File: src/rtl/bitty_test_monitor_pkg.sv
// Shared types and default register map for the bitty self-check monitor.
package bitty_test_monitor_pkg;

    // Monitor FSM states; the enum takes over from the old `define encodings.
    typedef enum logic [2:0] {
        ST_IDLE   = 3'd0,
        ST_RUN    = 3'd1,
        ST_SETTLE = 3'd2,
        ST_PASS   = 3'd3,
        ST_FAIL   = 3'd4,
        ST_TOUT   = 3'd5
    } mon_state_t;

    // Default register indices used by the bitty test firmware.
    localparam int unsigned DEF_DONE_REG = 26;
    localparam int unsigned DEF_PASS_REG = 27;
    localparam int unsigned DEF_ID_REG   = 3;

    // Tallies are fixed-width regardless of XLEN.
    localparam int unsigned TALLY_W = 16;

    // True for the three terminal verdict states.
    function automatic logic is_verdict(input mon_state_t s);
        return (s == ST_PASS) || (s == ST_FAIL) || (s == ST_TOUT);
    endfunction

endpackage

File: src/rtl/bitty_test_monitor_sat_cnt.sv
// Saturating up-counter with synchronous clear; used for cycle and run tallies.
module bitty_sat_cnt #(
    parameter int unsigned W = 16
) (
    input  logic         clk,
    input  logic         rst,
    input  logic         clr,
    input  logic         inc,
    output logic [W-1:0] cnt
);

    // Clear dominates increment; the count sticks at all-ones.
    always_ff @(posedge clk) begin
        if (rst || clr) begin
            cnt <= '0;
        end else if (inc && (cnt != '1)) begin
            cnt <= cnt + W'(1);
        end
    end

endmodule

File: src/rtl/bitty_test_monitor.sv
// Register-file write snooper that turns done/pass/id register writes into a
// sticky pass/fail/timeout verdict with per-run cycle count and run tallies.
module bitty_test_monitor
    import bitty_test_monitor_pkg::*;
#(
    parameter int unsigned XLEN        = 32,
    parameter int unsigned DONE_REG    = DEF_DONE_REG,
    parameter int unsigned PASS_REG    = DEF_PASS_REG,
    parameter int unsigned ID_REG      = DEF_ID_REG,
    parameter int unsigned DONE_VAL    = 1,
    parameter int unsigned PASS_VAL    = 1,
    parameter int unsigned SETTLE_CYC  = 5,
    parameter int unsigned TIMEOUT_CYC = 5000,
    parameter int unsigned CNT_W       = 32
) (
    input  logic                 clk,
    input  logic                 rst,
    input  logic                 start,
    input  logic                 wr_en,
    input  logic [4:0]           wr_addr,
    input  logic [XLEN-1:0]      wr_data,
    output logic                 busy,
    output logic                 test_done,
    output logic                 test_pass,
    output logic                 test_fail,
    output logic                 test_tout,
    output logic [XLEN-1:0]      fail_id,
    output logic [CNT_W-1:0]     cycle_cnt,
    output logic [TALLY_W-1:0]   pass_tally,
    output logic [TALLY_W-1:0]   fail_tally
);

    localparam int unsigned SETTLE_W = $clog2(SETTLE_CYC) + 1;
    localparam int unsigned TOUT_W   = $clog2(TIMEOUT_CYC) + 1;

    localparam logic [4:0]          DONE_IDX    = 5'(DONE_REG);
    localparam logic [4:0]          PASS_IDX    = 5'(PASS_REG);
    localparam logic [4:0]          ID_IDX      = 5'(ID_REG);
    localparam logic [XLEN-1:0]     DONE_V      = XLEN'(DONE_VAL);
    localparam logic [XLEN-1:0]     PASS_V      = XLEN'(PASS_VAL);
    localparam logic [SETTLE_W-1:0] SETTLE_LOAD = SETTLE_W'(SETTLE_CYC - 1);
    localparam logic                TOUT_EN     = (TIMEOUT_CYC != 0);
    localparam logic [TOUT_W-1:0]   TOUT_LAST   = TOUT_W'((TIMEOUT_CYC == 0) ? 0 : TIMEOUT_CYC - 1);

    mon_state_t          state, state_nxt;
    logic [SETTLE_W-1:0] settle_cnt;
    logic [TOUT_W-1:0]   tout_cnt;
    logic [XLEN-1:0]     pass_sh, id_sh;

    logic            in_run, in_settle;
    logic            addr_live;
    logic            done_hit, tout_hit;
    logic [XLEN-1:0] pass_wt, id_wt;
    logic            go_run, go_settle, enter_verdict;
    logic            pass_inc, fail_inc;

    assign in_run    = (state == ST_RUN);
    assign in_settle = (state == ST_SETTLE);
    assign busy      = in_run || in_settle;

    // State register.
    always_ff @(posedge clk) begin
        if (rst) begin
            state <= ST_IDLE;
        end else begin
            state <= state_nxt;
        end
    end

    // Next-state decode; shadow values are taken write-through so a write in
    // the sampling cycle is already visible to the verdict.
    always_comb begin
        state_nxt = state;
        addr_live = wr_en && (wr_addr != 5'd0);
        pass_wt   = (addr_live && (wr_addr == PASS_IDX)) ? wr_data : pass_sh;
        id_wt     = (addr_live && (wr_addr == ID_IDX))   ? wr_data : id_sh;
        done_hit  = addr_live && (wr_addr == DONE_IDX) && (wr_data == DONE_V);
        tout_hit  = TOUT_EN && (tout_cnt == TOUT_LAST);

        case (state)
            ST_IDLE, ST_PASS, ST_FAIL, ST_TOUT: begin
                if (start) begin
                    state_nxt = ST_RUN;
                end
            end
            ST_RUN: begin
                if (done_hit) begin
                    state_nxt = ST_SETTLE;
                end else if (tout_hit) begin
                    state_nxt = ST_TOUT;
                end
            end
            ST_SETTLE: begin
                if (settle_cnt == '0) begin
                    state_nxt = (pass_wt == PASS_V) ? ST_PASS : ST_FAIL;
                end
            end
            default: state_nxt = ST_IDLE;
        endcase

        go_run        = !busy && (state_nxt == ST_RUN);
        go_settle     = in_run && (state_nxt == ST_SETTLE);
        enter_verdict = busy && is_verdict(state_nxt);
        pass_inc      = enter_verdict && (state_nxt == ST_PASS);
        fail_inc      = enter_verdict && (state_nxt != ST_PASS);
    end

    // Settle/timeout counters, register shadows and sticky verdict outputs.
    always_ff @(posedge clk) begin
        if (rst) begin
            settle_cnt <= '0;
            tout_cnt   <= '0;
            pass_sh    <= '0;
            id_sh      <= '0;
            test_done  <= 1'b0;
            test_pass  <= 1'b0;
            test_fail  <= 1'b0;
            test_tout  <= 1'b0;
            fail_id    <= '0;
        end else if (go_run) begin
            settle_cnt <= '0;
            tout_cnt   <= '0;
            pass_sh    <= '0;
            id_sh      <= '0;
            test_done  <= 1'b0;
            test_pass  <= 1'b0;
            test_fail  <= 1'b0;
            test_tout  <= 1'b0;
            fail_id    <= '0;
        end else begin
            if (busy) begin
                pass_sh <= pass_wt;
                id_sh   <= id_wt;
            end
            if (go_settle) begin
                settle_cnt <= SETTLE_LOAD;
            end else if (in_settle && (settle_cnt != '0)) begin
                settle_cnt <= settle_cnt - SETTLE_W'(1);
            end
            if (in_run && TOUT_EN) begin
                tout_cnt <= tout_cnt + TOUT_W'(1);
            end
            if (enter_verdict) begin
                test_done <= 1'b1;
                test_pass <= (state_nxt == ST_PASS);
                test_fail <= (state_nxt == ST_FAIL);
                test_tout <= (state_nxt == ST_TOUT);
                fail_id   <= id_wt;
            end
        end
    end

    bitty_sat_cnt #(.W(CNT_W)) u_cycle_cnt (
        .clk (clk),
        .rst (rst),
        .clr (go_run),
        .inc (busy),
        .cnt (cycle_cnt)
    );

    bitty_sat_cnt #(.W(TALLY_W)) u_pass_tally (
        .clk (clk),
        .rst (rst),
        .clr (1'b0),
        .inc (pass_inc),
        .cnt (pass_tally)
    );

    bitty_sat_cnt #(.W(TALLY_W)) u_fail_tally (
        .clk (clk),
        .rst (rst),
        .clr (1'b0),
        .inc (fail_inc),
        .cnt (fail_tally)
    );

endmodule

File: config.mk
export PLATFORM = sky130hd
export DESIGN_NAME = bitty_test_monitor
export DESIGN_NICKNAME = d
export VERILOG_FILES = /design/src/rtl/bitty_test_monitor_pkg.sv /design/src/rtl/bitty_test_monitor_sat_cnt.sv /design/src/rtl/bitty_test_monitor.sv
export SDC_FILE = /design/constraint.sdc
export NUM_CORES = 1
export LEC_CHECK = 0
export ABC_AREA = 1
export BUFFER_PORTS_ARGS = -buffer_cell sky130_fd_sc_hd__buf_2
export CAP_MARGIN = 15
export CORE_MARGIN = 2
export CORE_UTILIZATION = 45
export CTS_CLUSTER_DIAMETER = 100
export CTS_CLUSTER_SIZE = 40
export DETAILED_ROUTE_END_ITERATION = 8
export PLACE_DENSITY = 0.63
export SYNTH_ARGS = -nofsm -noshare
export SYNTH_HDL_FRONTEND = slang
export SYNTH_SLANG_ARGS = --single-unit
File: constraint.sdc
create_clock -name clk -period 2.25 [get_ports clk]
set_input_delay 0 -clock clk [delete_from_list [all_inputs] [get_ports clk]]
set_output_delay 0 -clock clk [all_outputs]
set_load 0.005 [all_outputs]
# Yosys cells after proc, flatten, opt, wreduce, memory -nomap -nowiden
# Index checks and enable logic that the tools add are counted.
# W data, S select, Z words.
# totals
mem_count,0
regBits,185
in_bits,41
romBits,0
ramBits,0
elab_cells,76
latch_bits,0
# op_classes
n_reduce_logical,27
multipliers,0
n_lt_le_gt_ge,0
bitwise_logic,0
div_mod_pow,0
addsub,5
n_eq_ne,20
muxes,10
shifts,0
# op_table
op,count
$eq A32 B1 Y1 const B,2
$mux W32,2
$add A16 B1 Y16 const B,2
$add A32 B1 Y32 const B,1
$ne A16 B16 Y1 const B,2
$ne A32 B32 Y1 const B,1
$mux W3,7
$add A14 B1 Y14 const B,1
$eq A14 B13 Y1 const B,1
$logic_and A1 B1 Y1,14
$eq A3 B2 Y1 const B,4
$eq A3 B3 Y1 const B,4
$eq A5 B5 Y1 const B,2
$pmux W3 S3,1
$eq A3 B1 Y1 const B,2
$eq A5 B2 Y1 const B,1
$reduce_bool A5 Y1,1
$logic_not A4 Y1,1
$logic_or A1 B1 Y1,4
$reduce_bool A4 Y1,1
$reduce_or A4 Y1,1
$sub A4 B1 Y4 const B,1
$logic_not A3 Y1,1
$ne A3 B2 Y1 const B,1
other kinds (4),4

# Longest topological paths before layout
# depth
ltp_word,14
mapped_depth,18
depth_no_buf,16

# Cells and area by module
# From an unflattened synthesis, not the netlist that was laid out.
# hier_totals
hier_cells,1570
area_unflattened_um2,10232.3
# modules_own_cells
module,seq_area_each_um2,cells_each,instances,area_per_inst_um2
bitty_test_monitor,2422.3,944,1,6302.3
bitty_sat_cnt (u_cycle_cnt),640.6,328,1,2028.2
bitty_sat_cnt (u_fail_tally ...),320.3,149,2,950.9

# Least setup slack after synthesis
# Ideal clock, no wire load.
# synth_timing
path_type,register to register
from,reg u_cycle_cnt.cnt[0]
to,reg u_cycle_cnt.cnt[20]
required_ns,2.135
slack_ns,0.186
path_stages_with_launch,12
arrival_time_ns,1.949
n_path_buf,1
cell_sequence,dfxtp_1 > ha_1 > inv_1 > nor3_1 > nand2_1 > nor2_1 > nand2_1 > nand2_1 > clkinv_1 > clkbuf_1 > a21oi_1 > nor2_1
# synth_via
elab_chain_cells,2
elab_cells_between_ends,3
cone_classes,add/sub (1); eq/ne (1); reduce/logical (1)
# synth_lines
element,line,source
start: declaration,bitty_test_monitor_sat_cnt.sv:9,output logic [W-1:0] cnt
start signal: assignment,bitty_test_monitor_sat_cnt.sv:17,cnt <= cnt + W'(1);
branches (longest 2 deep; another with $add A32 B1 Y32),--,
# Parallel ways; which one is timed is not known.
# A chain may end at the register's enable or synchronous reset.

# Worst setup path in the final report
# layout_timing
from,reg u_cycle_cnt.cnt[8]
to,reg u_cycle_cnt.cnt[27]
# Same word-level chain as after synthesis.

==> metrics.md <==
| Metric | Value |
|---|---|
| Status | `finished, final reports clean` |
| Arrival time worst endpoint | `roughly 2.4 ns` |
| Worst rel slew slack | `around 58%` |
| Vias per Instance | `about 5` |
| Sw power | `about 1.8 mW` |
| Lkg Pwr | `4.81 nW` |
| Largest net degree at the start of global routing | `slightly above 90` |
| Postcts setup bufs | `0` |
| CTS max path bufs | `2` |
| Tot Pwr | `6.92 mW` |
| Final setup violation count | `0` |
| Initial antenna violation count | `0` |
| Post-synthesis sequential element count | `185` |
| 1st-iter DRT viols | `approximately 630` |
| Number of global-route vias before repair | `8712` |
| CTS Buf Count | `17` |
| Layer with the highest usage | `met2` |
| First-pass GRT wire length | `42300 um` |
| Gp weighted congestion | `0.897` |
| All-Layer GR Usage | `a little under a quarter` |
| Final wirelength | `around 26000 um` |
| Synth Area per Inst | `6.56 um2` |
| Hold Crit Class | `input port to flop` |
| PwrDens | `between 500 and 600 nW/um2` |
| Delay-heaviest family, CP | `simple AND/OR/NAND/NOR gates` |
| Chip Width | `151 um` |
| Synth-to-layout area growth | `19.0%` |
| Clock root cell | `clkbuf_16` |
| Wire length per cell | `approximately 13 um` |
| Clock transition at path regs | `0.07 ns` |
| Tcrit/Tclk final | `90.5%` |
| Worst hold slack | `approximately 0.017 ns` |
| Layout cell share with drive strength beyond 1 | `between 10% and 20%` |
| IO Port Bufs | `approximately 140` |
| Max VDD drop | `0.000529 V` |
| Sequential element share of the synthesized area | `38.0%` |
| Worst slew pin tran | `around 0.63 ns` |
| CTS H-tree depth | `4` |
| Critical path, cell by cell | `nand2_1 > nor2_1 > nand2_1 > nor2_2 > nand2_1 > nand2_1 > clkinv_1 > buf_12 > a21oi_1 > nor2_1` |
| Synthesized area | `9750 um2` |
| Worst setup SP type | `flop` |
| Commonest non-fill, non-tap cell in the layout | `nand2_1` |
| Fin. Hold Viols | `0` |
| Most frequent cells in the layout | `419 x nand2_1, 185 x dfxtp_1, 164 x inv_1` |
| Maxcap violations | `0` |
| Worst hold path depth | `5` |
| DP HPWL | `18300 um` |
| Die area | `22900 um2` |
| Comb power frac | `about 10%` |
| CTS sink cnt | `~190` |
| Nets | `approximately 1700` |
| Final max-slew violation count | `0` |
| Synth Net Count | `1533` |
| Core Rows | `53` |
| CP most frequent cell | `nand2_1` |
| Via count | `9746` |
| Yosys warns | `0` |
| Stages on worst setup path | `10` |
| Met2 Resource Use GR | `a little over a third` |
| Routed Antenna Nets | `0` |
| Power share of the clock group | `between 40% and 50%` |
| Total gr overflow | `0` |
| CP Class | `flop to flop` |
| Met1 Track Usage GR | `about a third` |
| Worst Skew | `0.0149 ns` |
| CP peak stage delay | `~0.4 ns` |
| Fin util | `~55%` |
| Mapped Cells | `around 1500` |
| Number of antenna diodes | `0` |
| Die H | `about 150 um` |
| Initial Util | `around 46%` |
| Internal Power | `5.13 mW` |
| Ys flop type | `dfxtp_1` |
| Crit end category | `flop` |
| Async set-reset flop share out of synthesis | `0%` |
| Fillcell total | `2156` |
| Worst r2r path cells | `10` |
| Met3 usage | `under 10%` |
| Post-synth EDFFs | `0` |
| Max Fanout on Critical Path | `35` |
| Io pins | `around 140` |
| Core region area | `21200 um2` |
| Max Clk Rate | `491 MHz` |
| CP max-delay cell | `dfxtp_1` |
| Flop pwr share | `between 40% and 50%` |
| TNS Setup | `0 ns` |
| Synth cell types | `36` |
| Drt first pass iters | `6` |
| Switch share | `between 20% and 30%` |
| Min cycle time layout | `a little over 2 ns` |
| CTS tree | `built` |
| Worst EP required | `2.56 ns` |
| CP bufs+invs | `2` |
| Clk_lat worst skew | `0.43 ns` |
| Remaining DRCs | `0` |
==> worst register-to-register path: stages, from the launching register on <==
cell and delay, ns:
dfxtp_1 0.40, nand2_1 0.16, nor2_1 0.23, nand2_1 0.12, nor2_2 0.16, nand2_1 0.07, nand2_1 0.18, clkinv_1 0.17
buf_12 0.20, a21oi_1 0.17, nor2_1 0.07
==> per-layer routing <==
layer  part of all wire [%]  routed length, um  vias up
met3                    6.2               1590       24
li1                       -                  -     5067
met4                    1.4                363        0
met5                      0                  0        -
met1                     48              12400     4436
met2                     44              11200      219
==> repair_timing <==
item	CTS	global route
hold buffers	1	0
resized for setup	0	11
endpoints found under the hold margin	1	0
setup endpoints to repair	0	18
==> cells by family after synthesis <==
family / after synthesis / share of synthesized area, %
XOR/XNOR: 56 / 5.03
AO/OA/AOI/OAI: 209 / 10.9
AND/OR/NAND/NOR: 799 / 34.8
buffers and inverters: 233 / 10.7
adder cells (fa/ha/maj): 5 / 0.641
flip-flops: 185 / 38.0
==> path summary, 6_finish.rpt <==
check	end	slack [ns]	startpoint
setup / recovery	u_cycle_cnt.cnt[27]	0.21	u_cycle_cnt.cnt[8]
hold / removal	pass_sh[0]	0.02	wr_data[0]
setup reg to reg	u_cycle_cnt.cnt[27]	0.21	u_cycle_cnt.cnt[8]
hold reg to reg	id_sh[5]	0.46	id_sh[5]
==> power by group through the flow <==
stage / Sequential (mW) / Combinational [mW] / Clock [mW]
after floorplan: 3.42 / 0.504 / 0
after global routing: 3.35 / 0.808 / 3.08
after global placement: 3.42 / 0.696 / 0
after CTS: 3.35 / 0.706 / 2.96
after detailed placement: 3.42 / 0.700 / 0
final: 3.35 / 0.712 / 2.86
==> layout make-up <==
class                           instances  area, um2  share of cell area, %
Tap cell                              275        344                   2.96
Inverter                              167        628                   5.41
Sequential cell                       185       3700                   31.9
Clock inverter                          7       56.3                  0.485
Multi-Input combinational cell       1069       5070                   43.7
Timing Repair Buffer                  199       1300                   11.2
Clock buffer                           25        505                   4.36
==> metrics by stage <==
step / std cells / cell area [um2] / setup WS, ns
4_1_cts: 1927 / 11600 / 0.0194
2_1_floorplan: 1487 / 9750 / 0.186
3_5_place_dp: 1894 / 11000 / 0.00667
5_1_grt: 1927 / 11600 / -0.00656
3_3_place_gp: 1894 / 11000 / 0.0368
6_report: 1927 / 11600 / 0.213
==> synthesized netlist by cell type, drive strengths merged (2+ instances only) <==
cell	instances	share of area, %
a21oi	127	6.6
inv	165	6.4
xnor2	9	0.81
dfxtp	185	38
xor2	47	4.2
clkbuf	30	1.2
clkinv	2	0.090
nor4	19	1.3
nand4	34	2.2
nand3	102	5.3
nand2	424	16
or2	4	0.26
buf	36	3.1
o21ai	79	4.1
nor2	163	6.3
nor3	49	2.6
nand3b	2	0.15
nor3b	2	0.15
ha	5	0.64
==> registers in the layout (all words and copies together), names as in the netlist, 4 cells and up <==
name,count
tout_cnt,14
settle_cnt,4
u_cycle_cnt.cnt,32
u_fail_tally.cnt,16
id_sh,32
pass_sh,32
u_pass_tally.cnt,16
fail_id,32
Power figures use the tool's default switching activity.
